===== src/rtl/alu_issue_pkg.sv =====
// rtl/alu_issue_pkg.sv - shared widths and types for the ALU issue slice
//
// Purpose: datapath width, register index width, register count and the
//          opcode type used by alu_issue, its interface and its register file.
// Ports:   none (package).
// Config:  ALU_ISSUE_FORWARD_EN (used by alu_issue) enables operand forwarding.
package alu_pkg;

  localparam int DATA_W     = 16;
  localparam int REG_ADDR_W = 3;
  localparam int NREGS      = 8;

  typedef logic [1:0]            alu_op_t;
  typedef logic [REG_ADDR_W-1:0] reg_addr_t;
  typedef logic [DATA_W-1:0]     data_t;

endpackage


===== src/rtl/alu_issue_if.sv =====
// rtl/alu_issue_if.sv - instruction offer/accept handshake bundle
//
// Purpose: groups the instruction handshake between an instruction source
//          and alu_issue.
// Signals: in_valid  instruction offered
//          in_ready  instruction accepted on an edge with in_valid && in_ready
//          in_op     ALU opcode
//          in_rd     destination register index
//          in_rs1    source-0 register index
//          in_rs2    source-1 register index
// Modports: master (instruction source), slave (alu_issue).
interface alu_issue_if;
  import alu_pkg::*;

  logic      in_valid;
  logic      in_ready;
  alu_op_t   in_op;
  reg_addr_t in_rd;
  reg_addr_t in_rs1;
  reg_addr_t in_rs2;

  modport master (
    output in_valid, in_op, in_rd, in_rs1, in_rs2,
    input  in_ready
  );

  modport slave (
    input  in_valid, in_op, in_rd, in_rs1, in_rs2,
    output in_ready
  );

endinterface


===== src/rtl/alu_issue_reg_file.sv =====
// rtl/alu_issue_reg_file.sv - NREGS x W register file, 3 async reads, 2 writes
//
// Purpose: general register storage for alu_issue.
// Ports:   clk, reset (async, active-low, clears every entry)
//          wa_en/wa_addr/wa_data  write port A (external load), wins on
//                                 same-address collision with port B
//          wb_en/wb_addr/wb_data  write port B (ALU writeback)
//          rs1_addr/rs1_data, rs2_addr/rs2_data, dbg_addr/dbg_data
//                                 combinational read ports
module reg_file #(
  parameter int NREGS = 8,
  parameter int W     = 16,
  parameter int AW    = 3
) (
  input  logic          clk,
  input  logic          reset,
  input  logic          wa_en,
  input  logic [AW-1:0] wa_addr,
  input  logic [W-1:0]  wa_data,
  input  logic          wb_en,
  input  logic [AW-1:0] wb_addr,
  input  logic [W-1:0]  wb_data,
  input  logic [AW-1:0] rs1_addr,
  output logic [W-1:0]  rs1_data,
  input  logic [AW-1:0] rs2_addr,
  output logic [W-1:0]  rs2_data,
  input  logic [AW-1:0] dbg_addr,
  output logic [W-1:0]  dbg_data
);

  logic [W-1:0] mem [NREGS];

  always_ff @(posedge clk or negedge reset) begin
    if (!reset) begin
      for (int i = 0; i < NREGS; i++) begin
        mem[i] <= '0;
      end
    end else begin
      // Writeback is dropped only when the load targets the same entry.
      if (wb_en && !(wa_en && (wa_addr == wb_addr))) begin
        mem[wb_addr] <= wb_data;
      end
      if (wa_en) begin
        mem[wa_addr] <= wa_data;
      end
    end
  end

  assign rs1_data = mem[rs1_addr];
  assign rs2_data = mem[rs2_addr];
  assign dbg_data = mem[dbg_addr];

endmodule


===== src/rtl/alu_issue.sv =====
// rtl/alu_issue.sv - two-stage issue/writeback front end for an external ALU
//
// Purpose: accepts one instruction per cycle, registers opcode and operands
//          for an external combinational ALU, writes the ALU result and carry
//          back one edge later, and stalls or forwards on a read-after-write
//          hazard against the instruction in writeback.
// Ports:   clk, reset (async, active-low)
//          issue       alu_issue_if.slave instruction handshake
//          op, i0, i1  registered opcode/operands to the ALU
//          o, cout     ALU result and carry (combinational from op/i0/i1)
//          carry_flag  cout captured at the last writeback
//          ld_en/ld_addr/ld_data  external register load (blocks issue)
//          dbg_addr/dbg_data      combinational register read
// Config:  ALU_ISSUE_FORWARD_EN - when defined, hazarding operands take o
//          directly and issue never stalls on a hazard; otherwise a hazard
//          holds in_ready low for one cycle.
module alu_issue
  import alu_pkg::*;
#(
  parameter int NREGS = alu_pkg::NREGS,
  parameter int W     = alu_pkg::DATA_W
) (
  input  logic         clk,
  input  logic         reset,
  alu_issue_if.slave   issue,
  output alu_op_t      op,
  output logic [W-1:0] i0,
  output logic [W-1:0] i1,
  input  logic [W-1:0] o,
  input  logic         cout,
  output logic         carry_flag,
  input  logic         ld_en,
  input  reg_addr_t    ld_addr,
  input  logic [W-1:0] ld_data,
  input  reg_addr_t    dbg_addr,
  output logic [W-1:0] dbg_data
);

  logic         wb_valid;
  reg_addr_t    wb_rd;
  logic [W-1:0] rs1_data;
  logic [W-1:0] rs2_data;
  logic [W-1:0] opnd0;
  logic [W-1:0] opnd1;
  logic         hazard_rs1;
  logic         hazard_rs2;
  logic         ready;
  logic         accept;

  reg_file #(
    .NREGS (NREGS),
    .W     (W),
    .AW    (REG_ADDR_W)
  ) u_reg_file (
    .clk      (clk),
    .reset    (reset),
    .wa_en    (ld_en),
    .wa_addr  (ld_addr),
    .wa_data  (ld_data),
    .wb_en    (wb_valid),
    .wb_addr  (wb_rd),
    .wb_data  (o),
    .rs1_addr (issue.in_rs1),
    .rs1_data (rs1_data),
    .rs2_addr (issue.in_rs2),
    .rs2_data (rs2_data),
    .dbg_addr (dbg_addr),
    .dbg_data (dbg_data)
  );

  // The instruction in writeback has not reached the register file yet.
  assign hazard_rs1 = wb_valid && (issue.in_rs1 == wb_rd);
  assign hazard_rs2 = wb_valid && (issue.in_rs2 == wb_rd);

`ifdef ALU_ISSUE_FORWARD_EN
  // o is exactly the value being written this edge, so it can stand in for
  // the stale register. A load to the same entry cannot coincide: ld_en
  // blocks issue.
  assign opnd0 = hazard_rs1 ? o : rs1_data;
  assign opnd1 = hazard_rs2 ? o : rs2_data;
  assign ready = !ld_en;
`else
  logic hazard;
  assign hazard = hazard_rs1 || hazard_rs2;
  assign opnd0  = rs1_data;
  assign opnd1  = rs2_data;
  // One stall cycle lets the writeback land; the reissue then reads it.
  assign ready  = !ld_en && !hazard;
`endif

  // Ready is deliberately independent of in_valid.
  assign issue.in_ready = ready;
  assign accept         = issue.in_valid && ready;

  always_ff @(posedge clk or negedge reset) begin
    if (!reset) begin
      op         <= '0;
      i0         <= '0;
      i1         <= '0;
      wb_valid   <= 1'b0;
      wb_rd      <= '0;
      carry_flag <= 1'b0;
    end else begin
      wb_valid <= accept;
      if (accept) begin
        op    <= issue.in_op;
        i0    <= opnd0;
        i1    <= opnd1;
        wb_rd <= issue.in_rd;
      end
      if (wb_valid) begin
        carry_flag <= cout;
      end
    end
  end

endmodule

===== src/flat_wrapper.sv =====
// flat-port wrapper written by rule: the top's interface ports become plain ports
module alu_issue_flat import alu_pkg::*;
#(
  parameter int NREGS = alu_pkg::NREGS,
  parameter int W     = alu_pkg::DATA_W
)
  (clk, reset, op, i0, i1, o, cout, carry_flag, ld_en, ld_addr, ld_data, dbg_addr, dbg_data, issue_in_valid, issue_in_op, issue_in_rd, issue_in_rs1, issue_in_rs2, issue_in_ready);
  alu_issue_if issue_i ();
  input  logic clk;
  input  logic reset;
  output alu_op_t op;
  output logic [W-1:0] i0;
  output logic [W-1:0] i1;
  input  logic [W-1:0] o;
  input  logic cout;
  output logic carry_flag;
  input  logic ld_en;
  input  reg_addr_t ld_addr;
  input  logic [W-1:0] ld_data;
  input  reg_addr_t dbg_addr;
  output logic [W-1:0] dbg_data;
  input wire logic [$bits(issue_i.in_valid)-1:0] issue_in_valid;
  input wire logic [$bits(issue_i.in_op)-1:0] issue_in_op;
  input wire logic [$bits(issue_i.in_rd)-1:0] issue_in_rd;
  input wire logic [$bits(issue_i.in_rs1)-1:0] issue_in_rs1;
  input wire logic [$bits(issue_i.in_rs2)-1:0] issue_in_rs2;
  output wire logic [$bits(issue_i.in_ready)-1:0] issue_in_ready;
  assign issue_i.in_valid = issue_in_valid;
  assign issue_i.in_op = issue_in_op;
  assign issue_i.in_rd = issue_in_rd;
  assign issue_i.in_rs1 = issue_in_rs1;
  assign issue_i.in_rs2 = issue_in_rs2;
  assign issue_in_ready = issue_i.in_ready;
  alu_issue #(.NREGS(NREGS), .W(W)) u_core (.clk(clk), .reset(reset), .issue(issue_i), .op(op), .i0(i0), .i1(i1), .o(o), .cout(cout), .carry_flag(carry_flag), .ld_en(ld_en), .ld_addr(ld_addr), .ld_data(ld_data), .dbg_addr(dbg_addr), .dbg_data(dbg_data));
endmodule

===== config.mk =====
export PLATFORM = sky130hd
export DESIGN_NAME = alu_issue_flat
export DESIGN_NICKNAME = d
export VERILOG_FILES = /design/src/rtl/alu_issue_pkg.sv /design/src/rtl/alu_issue_if.sv /design/src/rtl/alu_issue_reg_file.sv /design/src/rtl/alu_issue.sv /design/src/flat_wrapper.sv
export SDC_FILE = /design/constraint.sdc
export NUM_CORES = 1
export LEC_CHECK = 0
export ABC_CLOCK_PERIOD_IN_PS = 1800
export CORE_AREA = 2 2 239 182
export DETAILED_ROUTE_END_ITERATION = 6
export DIE_AREA = 0 0 241 184
export SLEW_MARGIN = 20
export SYNTH_ARGS = -nofsm -noshare
export SYNTH_HDL_FRONTEND = slang
export SYNTH_HIERARCHICAL = 1
export SYNTH_SLANG_ARGS = --single-unit
export TNS_END_PERCENT = 20

===== constraint.sdc =====
create_clock -name clk -period 1.8 [get_ports clk]
set_clock_uncertainty 0.2 [all_clocks]
set_input_delay 0.18 -clock clk [delete_from_list [all_inputs] [get_ports clk]]
set_output_delay 0.18 -clock clk [all_outputs]
set_load 0.03 [all_outputs]

# --- Word level (Yosys, flattened, before mapping) ---
# Cells that the tools add are included.
word_totals:
  regBits: 167
  latch_bits: 0
  mem_bits_rw: 0
  rom_bits: 0
  input_bits: 54
  output_inout_bits: 52
  n_memories: 0
op_classes:
  add_sub_neg: 0
  mul: 0
  n_div: 0
  n_lt_le_gt_ge: 7
  eq_ne: 3
  shifts: 0
  n_mux: 17
  bitwise: 5
  n_reduce_logical: 12
ops:
  columns: ["cell", "n"]
  rows:
  - ["128-bit bitwise mux", 2]
  - ["128-bit two-way mux", 2]
  - ["16-bit binary-select mux with 3-bit select", 3]
  - ["16-bit two-way mux", 8]
  - ["16-bit demux with 3-bit select", 2]
  - ["4-bit >= comparator, second input constant", 5]
  - ["3-bit NOT with 4-bit output", 5]
  - ["3-bit equality test", 3]
  - ["1-bit logical AND", 8]
  - ["4-bit by 1-bit < comparator with 1-bit output, second input constant", 2]
  - ["1-bit logical NOT", 3]
  - ["1-bit logical OR", 1]

# --- Logic depth before layout (Yosys ltp) ---
logic_depth:
  depth_word: 9
  depth_mapped: 6
  mapped_depth_nobuf: 4

# --- Modules after synthesis ---
# The synthesis kept the hierarchy.
by_module_without_submodules:
  columns: ["module", "instances", "cells_each", "area_each_um2", "seq_area_each_um2"]
  rows:
  - ["reg_file", 1, 795, 10845.4, 3203.1]
  - ["alu_issue", 1, 91, 1627.8, 975.9]

# --- Least setup slack after synthesis ---
# Ideal clock, no wire load.
synth_timing:
  kind: "input to register"
  start: "in issue_in_rs2[0]"
  end: "reg u_core.i1[0]"
  arrival_time_ps: 1721
  slack_ps: -246
  path_stages: 5
  cell_sequence: "clkbuf_1 > buf_2 > mux4_2 > mux2_2 > mux2_2"
synth_via:
  elab_cells_between_ends: 10
synth_rtl:
  columns: ["item", "line_no", "source"]
  rows:
  - ["start, declared", "flat_wrapper.sv:26", "input wire logic [$bits(issue_i.in_rs2)-1:0] issue_in_rs2;"]
  - ["3-bit NOT with 4-bit output (not written as such)", "alu_issue_reg_file.sv:50", "assign rs2_data = mem[rs2_addr];"]
  - ["16-bit binary-select mux with 3-bit select", "alu_issue_reg_file.sv:50", null]
  - ["16-bit two-way mux (not written as such) (2 in series)", "alu_issue_reg_file.sv:50", null]
  - ["named net u_core.opnd1[0]", "alu_issue.sv:44", "logic [W-1:0] opnd1;"]
  - ["end signal, assigned", "alu_issue.sv:108", "i1 <= opnd1;"]
  - ["end, declared", "alu_issue.sv:28", "output logic [W-1:0] i1,"]
# The timed path passes the listed nets, and every way through them passes these cells. The select of a mux whose other input is x is not followed.
# A chain may end at the register's enable or synchronous reset.

# --- Worst setup path after layout ---
layout_timing:
  start: "reg u_core/u_reg_file/mem[72] (netlist name)"
  end: "out dbg_data[8]"
layout_via:
  elab_chain_cells: 3
layout_rtl:
  columns: ["item", "line_no", "source"]
  rows:
  - ["start, declared", "alu_issue_reg_file.sv:31", "logic [W-1:0] mem [NREGS];"]
  - ["start signal, assigned by index", "alu_issue_reg_file.sv:41", "mem[wb_addr] <= wb_data;"]
  - ["start signal, assigned by index", "alu_issue_reg_file.sv:44", "mem[wa_addr] <= wa_data;"]
  - ["16-bit binary-select mux with 3-bit select", "alu_issue_reg_file.sv:51", "assign dbg_data = mem[dbg_addr];"]
  - ["16-bit two-way mux (not written as such) (2 in series)", "alu_issue_reg_file.sv:51", null]
  - ["end, declared", "flat_wrapper.sv:21", "output logic [W-1:0] dbg_data;"]
# No other way between the ends. The select of a mux whose other input is x is not followed.

==> summary.md <==
| Metric | Value |
|---|---|
| Status | `complete, but fails checks` |
| Failing checks | `negative setup slack` |
| Starting Density | `29.8%` |
| Drt pass-1 iters | `5` |
| IO Count | `106` |
| DIE HEIGHT | `184 microns` |
| EDFF count, synth | `0` |
| Met2 routed WL | `19,600 microns` |
| #FFs+latches synth | `167` |
| Tot GR Track Use | `18.5%` |
| RSZ-0062 raised after global routing | `true` |
| Tightest Pin Transition | `0.561 ns` |
| Clk slew on worst S/H paths | `0.07 ns` |
| Sequential area share after synthesis | `33.5%` |
| Rel. slew slack | `62.6%` |
| Max layer used | `met5` |
| Layout Nets | `1,152` |
| Die area | `44,300 sq um` |
| Tot Pwr | `19,700 uW` |
| Synth top cells by count | `384 x mux2i_1, 167 x dfrtp_1, 96 x mux4_2` |
| Final period util | `122%` |
| Hold slack | `0.0673 ns` |
| Period minus WS final | `2.20 ns` |
| GRT Residual Overflow | `0` |
| Met1 WL | `18,100 microns` |
| Avg Inst Size Synth | `14.1 sq um` |
| DRT antenna net count | `0` |
| DR WL met3 | `2060 microns` |
| Net count after synthesis | `940` |
| Flop-to-flop setup slack | `-0.27 ns` |
| FP Rows | `65` |
| Yosys top cell area share | `33.5%` |
| First-pass GRT wire length | `60,200 microns` |
| Static Leak | `0.00658 uW` |
| Synth unique cells | `37` |
| Count of final hold-check violations | `0` |
| CTS tree | `yes` |
| Setup TNS Final | `-16.41 ns` |
| Most numerous cell in the Yosys netlist | `mux2i_1` |
| Share of layout cells above drive strength 1 | `42.3%` |
| Via Count | `8,791` |
| Required @ worst endpoint | `1.42 ns` |
| Slowest Stage Delay on Critical Path | `0.49 ns` |
| Mapped Area | `12,500 sq um` |
| Synth area leader | `dfrtp_1` |
| TritonCTS buffer count | `17` |
| # Max-Cap Violations | `0` |
| Fraction of registers with async set/reset | `100%` |
| Core ar. | `41,800 sq um` |
| DPL Wire Length | `24,500 microns` |
| Ys flop type | `dfrtp_1` |
| CP Data Arrival Time | `1.82 ns` |
| Crit. End Element | `output pin` |
| Setup CP Type | `register to output pin` |
| Critical-path cell list | `mux4_2 > mux2_4 > buf_6` |
| CTS root buffer | `clkbuf_16` |
| Warnings from Yosys | `6` |
| Vias per cell | `5.23` |
| Pwr dens | `1200 nW/um^2` |
| Top cells by area, synth | `dfrtp_1 34%, mux2i_1 31%, mux4_2 17%, mux2_2 6.0%, buf_6 2.7%` |
| DR WL/cell | `24.2 microns` |
| Worst hold-check path type | `input pin to async pin` |
| Setup violators final | `116` |
| Initial antenna violation count | `2` |
| Die width | `241 microns` |
| Largest net degree at the start of global routing | `89` |
| Critical path's slowest cell | `mux4_2` |
| RR Startpoint | `u_core/wb_rd[2]` |
| First DRT Iteration DRCs | `808` |
| Maximum buffer depth of the clock tree | `2` |
| CP Max Fanout | `4` |
| Vias in the first global route | `9,203` |
| Gate Count Post-Synth | `886` |
| Fin util | `39.3%` |
| Max Slew Vio Count | `0` |
| P&R area growth vs syn | `31.7%` |
| Fmax | `0.455 GHz` |
| Final setup margin | `-0.399 ns` |
| Post-Route WL | `40,600 microns` |
| Max rail drop VDD | `0.000724 V` |
| Total clock sinks | `167` |
| Crit Reg-Reg Endpoint | `u_core/i0[1]` |
| DRC | `0` |
| H-tree Lvls | `4` |
| Worst skew pair latency | `0.46 ns` |
| CP startpoint kind | `register` |
| R2R depth | `7` |
| IO buf count | `105` |
| Routability cong. | `0.772` |
power by group:
part           leakage [uW]  total [uW]  switching (uW)  internal (uW)
clock              0.000249        3650            1710           1940
sequential          0.00197        6370            1090           5270
combinational       0.00436        9730            4250           5480
flip-flops by register name, summed over array words and instances (netlist names):
| signal | flops |
|---|---|
| u_core/carry_flag | 1 |
| u_core/u_reg_file/mem | 128 |
| u_core/op | 2 |
| u_core/wb_rd | 3 |
| u_core/wb_valid | 1 |
| u_core/i1 | 16 |
| u_core/i0 | 16 |
cells in the final DEF, fill, tap and decap left out, types with 2 or more instances in the layout:
cell,count
buf_2,6
buf_12,44
and4b_2,3
dfrtp_1,165
mux2_2,32
mux4_2,96
mux2i_1,383
mux2_4,54
clkbuf_16,18
buf_6,34
o2111ai_4,2
dfrtp_2,2
a21oi_4,2
xnor2_2,5
buf_16,5
and4bb_2,5
and4b_1,2
dlygate4sd2_1,35
buf_4,133
clkdlybuf4s50_1,46
inv_6,2
clkinv_4,2
nand4_1,2
clkinvlp_4,8
critical path, delay by kind of cell (launching register included):
| family | cells | cell delay (ns) |
|---|---|---|
| buffers and inverters | 1 | 0.14 |
| flip-flops | 1 | 0.42 |
| multiplexers | 2 | 0.80 |
layer usage:
| metal | up-vias | track usage (%) |
|---|---|---|
| met5 | - | 0 |
| met4 | 2 | 5.46 |
| met3 | 54 | 3.83 |
| li1 | 3849 | - |
| met1 | 4634 | 24.8 |
| met2 | 252 | 30.2 |
kinds of logic after synthesis:
kind of cell	after synthesis	share of synthesized area, %
flip-flops	167	33.5
AO/OA/AOI/OAI	9	1.12
XOR/XNOR	8	0.772
AND/OR/NAND/NOR	22	1.74
multiplexers	566	56.5
buffers and inverters	114	6.38
repair_timing:
item / 4_1_cts / 5_1_grt
setup endpoints to repair: 201 / 182
buffers inserted: 86 / 21
resized for setup: 102 / 24
pin swaps: 11 / 4
cloned: 4 / 1
hold buffers: 1 / 0
endpoints found under the hold margin: 167 / 0
worst max path at each step:
stage / from / end / slack (ns)
floorplan: u_core/wb_rd[0] / u_core/i1[10] / -0.08
global placement: ld_addr[0] / u_core/u_reg_file/mem[102] / -0.37
detailed placement: ld_addr[0] / u_core/u_reg_file/mem[110] / -0.44
CTS: u_core/u_reg_file/mem[72] / dbg_data[8] / -0.43
global route: u_core/u_reg_file/mem[72] / dbg_data[8] / -0.45
finish: u_core/u_reg_file/mem[72] / dbg_data[8] / -0.40
area by class of cell:
type / count / area [sq um]
antenna: 1 / 2.50
clock buffer: 18 / 439
clock inverter: 13 / 125
fill: 3953 / 25400
inverter: 1 / 3.75
multi-input combinational: 605 / 7720
sequential: 167 / 4180
tap: 569 / 712
timing repair buffer: 306 / 3250
stage by stage:
| stage | instance area [sq um] | setup slack [ns] | std cells |
|---|---|---|---|
| floorplan | 12600 | -0.0756 | 886 |
| global placement | 14600 | -0.370 | 1537 |
| detailed placement | 14600 | -0.437 | 1537 |
| CTS | 16200 | -0.433 | 1659 |
| global route | 16400 | -0.447 | 1679 |
| finish | 16400 | -0.399 | 1680 |
Note: power is estimated with default switching activity, not from simulation.
